### src/rtl/time_set_unit.sv
// Front-panel time entry: debounces four buttons, edits an HH:MM value in BCD
// and issues a stretched load strobe to the selected time/alarm target.
module time_set_unit #(
    parameter int unsigned DEBOUNCE_CYCLES = 20,
    parameter int unsigned STROBE_CYCLES   = 3000
) (
    input  logic       clk,
    input  logic       reset,
    input  logic       btn_mode,
    input  logic       btn_inc,
    input  logic       btn_target,
    input  logic       btn_load,
    output logic [3:0] hr_i_t,
    output logic [3:0] hr_i_o,
    output logic [3:0] min_i_t,
    output logic [3:0] min_i_o,
    output logic       time_ow,
    output logic       alarmOne,
    output logic       alarmTwo,
    output logic       alarmThree,
    output logic [1:0] target,
    output logic [1:0] edit_state
);

    localparam int unsigned DW = $clog2(DEBOUNCE_CYCLES + 1);
    localparam int unsigned SW = $clog2(STROBE_CYCLES + 1);
    localparam int unsigned NB = 4;

    typedef enum logic [1:0] {
        S_IDLE     = 2'd0,
        S_EDIT_HR  = 2'd1,
        S_EDIT_MIN = 2'd2,
        S_STROBE   = 2'd3
    } state_t;

    // Button bit order: 0 = mode, 1 = inc, 2 = target, 3 = load.
    logic [NB-1:0] raw;
    logic [NB-1:0] sync1;
    logic [NB-1:0] sync2;
    logic [NB-1:0] level;
    logic [NB-1:0] press;
    logic [DW-1:0] db_cnt [NB];

    assign raw = {btn_load, btn_target, btn_inc, btn_mode};

    // Synchronise and debounce; a press pulses for one cycle on an accepted rise.
    always_ff @(posedge clk or negedge reset) begin
        if (!reset) begin
            sync1 <= '0;
            sync2 <= '0;
            level <= '0;
            press <= '0;
            for (int i = 0; i < int'(NB); i++) db_cnt[i] <= '0;
        end else begin
            sync1 <= raw;
            sync2 <= sync1;
            press <= '0;
            for (int i = 0; i < int'(NB); i++) begin
                if (sync2[i] != level[i]) begin
                    if (db_cnt[i] == DW'(DEBOUNCE_CYCLES - 1)) begin
                        level[i]  <= sync2[i];
                        press[i]  <= sync2[i];
                        db_cnt[i] <= '0;
                    end else begin
                        db_cnt[i] <= db_cnt[i] + DW'(1);
                    end
                end else begin
                    db_cnt[i] <= '0;
                end
            end
        end
    end

    // Only the highest-priority event of a cycle acts: load > mode > target > inc.
    logic ev_load, ev_mode, ev_tgt, ev_inc;
    assign ev_load = press[3];
    assign ev_mode = press[0] & ~press[3];
    assign ev_tgt  = press[2] & ~press[3] & ~press[0];
    assign ev_inc  = press[1] & ~press[3] & ~press[0] & ~press[2];

    function automatic logic [7:0] hr_next(input logic [3:0] t, input logic [3:0] o);
        if (t == 4'd2 && o == 4'd3) return 8'h00;
        if (o == 4'd9)              return {t + 4'd1, 4'd0};
        return {t, o + 4'd1};
    endfunction

    function automatic logic [7:0] min_next(input logic [3:0] t, input logic [3:0] o);
        if (t == 4'd5 && o == 4'd9) return 8'h00;
        if (o == 4'd9)              return {t + 4'd1, 4'd0};
        return {t, o + 4'd1};
    endfunction

    state_t        state;
    logic [1:0]    tgt;
    logic [3:0]    strobe_q;
    logic [SW-1:0] s_cnt;

    always_ff @(posedge clk or negedge reset) begin
        if (!reset) begin
            state    <= S_IDLE;
            tgt      <= 2'd0;
            hr_i_t   <= 4'd0;
            hr_i_o   <= 4'd0;
            min_i_t  <= 4'd0;
            min_i_o  <= 4'd0;
            strobe_q <= 4'd0;
            s_cnt    <= '0;
        end else begin
            case (state)
                S_IDLE: begin
                    if (ev_mode)     state <= S_EDIT_HR;
                    else if (ev_tgt) tgt   <= tgt + 2'd1;
                end
                S_EDIT_HR: begin
                    if (ev_load) begin
                        state    <= S_STROBE;
                        strobe_q <= 4'b0001 << tgt;
                        s_cnt    <= '0;
                    end else if (ev_mode) begin
                        state <= S_EDIT_MIN;
                    end else if (ev_tgt) begin
                        tgt <= tgt + 2'd1;
                    end else if (ev_inc) begin
                        {hr_i_t, hr_i_o} <= hr_next(hr_i_t, hr_i_o);
                    end
                end
                S_EDIT_MIN: begin
                    if (ev_load) begin
                        state    <= S_STROBE;
                        strobe_q <= 4'b0001 << tgt;
                        s_cnt    <= '0;
                    end else if (ev_mode) begin
                        state <= S_IDLE;
                    end else if (ev_tgt) begin
                        tgt <= tgt + 2'd1;
                    end else if (ev_inc) begin
                        {min_i_t, min_i_o} <= min_next(min_i_t, min_i_o);
                    end
                end
                S_STROBE: begin
                    // Strobe stays up long enough for the 1 Hz domain to see it.
                    if (s_cnt == SW'(STROBE_CYCLES - 1)) begin
                        strobe_q <= 4'd0;
                        state    <= S_IDLE;
                    end else begin
                        s_cnt <= s_cnt + SW'(1);
                    end
                end
                default: state <= S_IDLE;
            endcase
        end
    end

    assign time_ow    = strobe_q[0];
    assign alarmOne   = strobe_q[1];
    assign alarmTwo   = strobe_q[2];
    assign alarmThree = strobe_q[3];
    assign target     = tgt;
    assign edit_state = state;

endmodule
### config.mk
export PLATFORM = sky130hd
export DESIGN_NAME = time_set_unit
export DESIGN_NICKNAME = d
export VERILOG_FILES = /design/src/rtl/time_set_unit.sv
export SDC_FILE = /design/constraint.sdc
export NUM_CORES = 1
export LEC_CHECK = 0
export CORE_MARGIN = 5
export CORE_UTILIZATION = 50
export DETAILED_ROUTE_END_ITERATION = 7
export PLACE_DENSITY = 0.7
export SETUP_SLACK_MARGIN = 0.5
export SLEW_MARGIN = 40
export SYNTH_ARGS = -nofsm -noshare
export SYNTH_HDL_FRONTEND = slang
export SYNTH_SLANG_ARGS = --single-unit
### constraint.sdc
create_clock -name clk -period 4.2 [get_ports clk]
set_input_delay 0.84 -clock clk [delete_from_list [all_inputs] [get_ports clk]]
set_output_delay 0.84 -clock clk [all_outputs]
set_load 0.005 [all_outputs]
==> results.toml <==
[cells_and_area]
area_growth_pct = 17.3
finish.net_count = 404
antennaDiodeCount = 0
fin_area_um2 = 4170
drive_gt1_share_pct = 8.14
fill_cells = 583

[worst_setup_path]
cp_top_family = "buffers and inverters"
cp-start-kind = "flop"
max_stage_delay_ns = 0.59
arrival_ns = 1.38
crit_path_end_kind = "primary output"
critPathKind = "reg -> out"
crit_fanout = 7
worst_ep_required_time_ns = 3.36
path_cells = "clkdlybuf4s50_1"
crit_buf_inv = 1
critical-path-slowest-cell = "clkdlybuf4s50_1"

[detailed_routing]
via_per_inst = 5.40
vias = 2574
drt.antenna.violating_nets = 0
post_drt_wl_per_cell_um = 13.5
dr.first_iter.drc_count = 104
drc = 0
drt_pass1_iterations = 5
routed_wl_um = 6440

[global_route]
grt_overflow = 0
grt_use_met2_pct = 25.9
grt_pass1_vias = 2545
use_met1_pct = 21.1
gr-max-usage-layer = "met2"
grt_pass1_wl_um = 11500
grt_use_met3_pct = 4.81
grt_use_total_pct = 16.1
grt_antenna_before_repair = 0
grt_start_max_net_pins = 49

[pwr]
vdd_drop_max_uv = 245
p_per_area_nw_per_um2 = 330
sw_frac_of_total_pct = 21.0
p_leak_uw = 0.00181
p_int_uw = 1090
switchingPower_uw = 288
seqPwrFrac_pct = 52.0
combinationalPowerShare_pct = 2.8
clkPwrFrac_pct = 45.2

[timing]
grt_setup_unrepaired = "false"
fin_worst_skew_ns = 0.00734
fin_crit_ns = 2.22
tightest_slew_ns = 0.566
setup_viol = 0
maxSlewHeadroom_pct = 61.8
timing.final.crit_share_pct = 52.9
fmax_mhz = 450
maxSlewViolCount = 0
finalSetupTns_ns = 0
hold_viol = 0

[die]
die_area_um2 = 8900
start_util_pct = 51.7
io_pins = 30
die_x_um = 94.3
die_h_um = 94.3
rows = 30
coreArea_um2 = 6870

[placed_design]
hpwl_um = 4540
gp_congestion = 0.807
port_buffers = 29
placed_area_um2 = 3940

[run_status]
status = "finished, final reports clean"

[synth]
async_reset_ff_share_pct = 100
syn-cell-area_um2 = 3550
synthTopCellsByArea = "dfrtp_1, ha_1, nand3_1"
ys.flop_type = "dfrtp_1"
synthCells = 341
synth_top_area_share_pct = 50.7
syn_nets = 369
synth_edf_count = 0
synth_seq_cells = 72
yosysTopAreaCell = "dfrtp_1"
syn_area_per_cell_um2 = 10.4
yosys_warnings = 0
post_synth_num_cell_types = 51
seq_area_frac_synth_pct = 50.7

[clock_network]
cts_setup_buffers = 0
ctsResizeCount = 0
cts.clk_slew.worst_paths_ns = 0.07
htree_levels = 3
cts_root_buf = "clkbuf_8"
cts_tree = "done"
cts_buffers = 9
cts-hold-fix-buffers = 0
cts_buffer_depth = 2
worstSkewPairLatency_ns = 0.34
cts_sinks = 72

[min_path]
hold_path.class = "reg -> reg"

[run]
maxCapViolCount = 0
## power groups by stage
stage	registers [µW]	clock network [µW]	logic, µW
2_1_floorplan	727	0	17.6
3_3_place_gp	728	0	39.0
3_5_place_dp	729	0	39.3
4_1_cts	715	641	39.4
5_1_grt	717	667	44.9
6_report	715	622	37.8
## per-layer routing
| metal | up-vias | share of wire, % |
|---|---|---|
| li1 | 1285 | - |
| met5 | - | 0 |
| met4 | 0 | 1.5 |
| met1 | 1228 | 47 |
| met2 | 49 | 46 |
| met3 | 12 | 4.6 |
## per-stage QoR
step	hold slack, ns	power (µW)	util [%]	worst slack (ns)	instances
3_3_place_gp	0.334	767	57.3	1.81	461
2_1_floorplan	0.331	745	-	2.04	341
5_1_grt	0.370	1430	60.7	1.85	477
4_1_cts	0.353	1400	60.6	1.75	477
6_report	0.351	1380	60.7	1.98	477
3_5_place_dp	0.336	768	57.3	1.77	461
## area by class of cell
cell class / count / area (µm²) / share of cell area (%)
Multi-Input combinational cell: 241 / 1640 / 39.4
Inverter: 22 / 82.6 / 1.98
Clock inverter: 5 / 78.8 / 1.89
Clock buffer: 11 / 151 / 3.63
Sequential cell: 72 / 1800 / 43.2
Tap cell: 96 / 120 / 2.88
Timing Repair Buffer: 30 / 293 / 7.02
## cell families after synthesis
kind of cell	synth area share [%]
AOI/OAI and AO/OA	12.0
xor gates and xnor gates	4.44
muxes	2.71
adders and majority gates	7.74
and+or+nand+nor	19.2
buffers and inverters	3.24
DFF	50.7
## sequential cells by signal (all words and copies together), names as in the netlist
signal / count
db_cnt: 20
s_cnt: 12
hr_i_o: 4
hr_i_t: 4
level: 4
min_i_o: 4
min_i_t: 4
press: 4
strobe_q: 4
sync1: 4
sync2: 4
edit_state: 2
target: 2
## cell usage after synthesis (2+ instances only)
library cell,instances
a21o_1,3
clkbuf_1,3
nor2_1,26
and3_1,3
nor3b_1,4
or2_2,2
and2_1,6
a31oi_1,5
a21oi_1,7
a41oi_1,2
o21ai_0,16
nand3_1,26
nand4_1,4
nor3_1,10
mux2_2,5
xnor2_1,6
o22ai_1,3
o211ai_1,3
inv_1,22
o31ai_1,5
o2bb2ai_1,4
o221ai_1,3
xor2_1,12
mux2i_1,4
or4_1,2
nand2_1,27
nor4_1,5
ha_1,22
nand2b_1,4
dfrtp_1,72
nor2b_1,5
## worst reg2reg max path, stage by stage, from the launching register on
cell and delay, ns:
dfrtp_1 0.46, inv_1 0.12, ha_1 0.45, nor2b_1 0.51, or2_2 0.26, nor4_1 0.06
a211o_1 0.22
## final timing paths
path / startpoint / to / slack (ns) / depth (start not counted)
max: edit_state[0] / edit_state[0] / 1.98 / 1
min: sync1[0] / sync2[0] / 0.35 / 0
max reg2reg: edit_state[0] / s_cnt[2] / 2.01 / 6
min reg2reg: sync1[0] / sync2[0] / 0.35 / 0
max in group asynchronous: reset / db_cnt[14] / 2.70 / 2
min in group asynchronous: reset / hr_i_t[3] / 0.49 / 1
## cell usage in the layout (no fill, tap or decap), drive strengths merged, types with 2 or more instances in the layout
cell type / count
a21o: 3
a21oi: 7
a31oi: 5
a41oi: 2
and2: 6
and3: 3
buf: 2
bufinv: 2
clkbuf: 11
clkdlybuf4s50: 28
clkinv: 3
dfrtp: 72
ha: 22
inv: 22
mux2: 5
mux2i: 4
nand2: 27
nand2b: 4
nand3: 26
nand4: 4
nor2: 26
nor2b: 5
nor3: 10
nor3b: 4
nor4: 5
nor4b: 2
o211ai: 3
o21ai: 16
o221ai: 3
o22ai: 3
o2bb2ai: 4
o31ai: 5
or2: 2
or4: 3
xnor2: 6
xor2: 12
No activity file was read; power rests on OpenSTA's default activity.
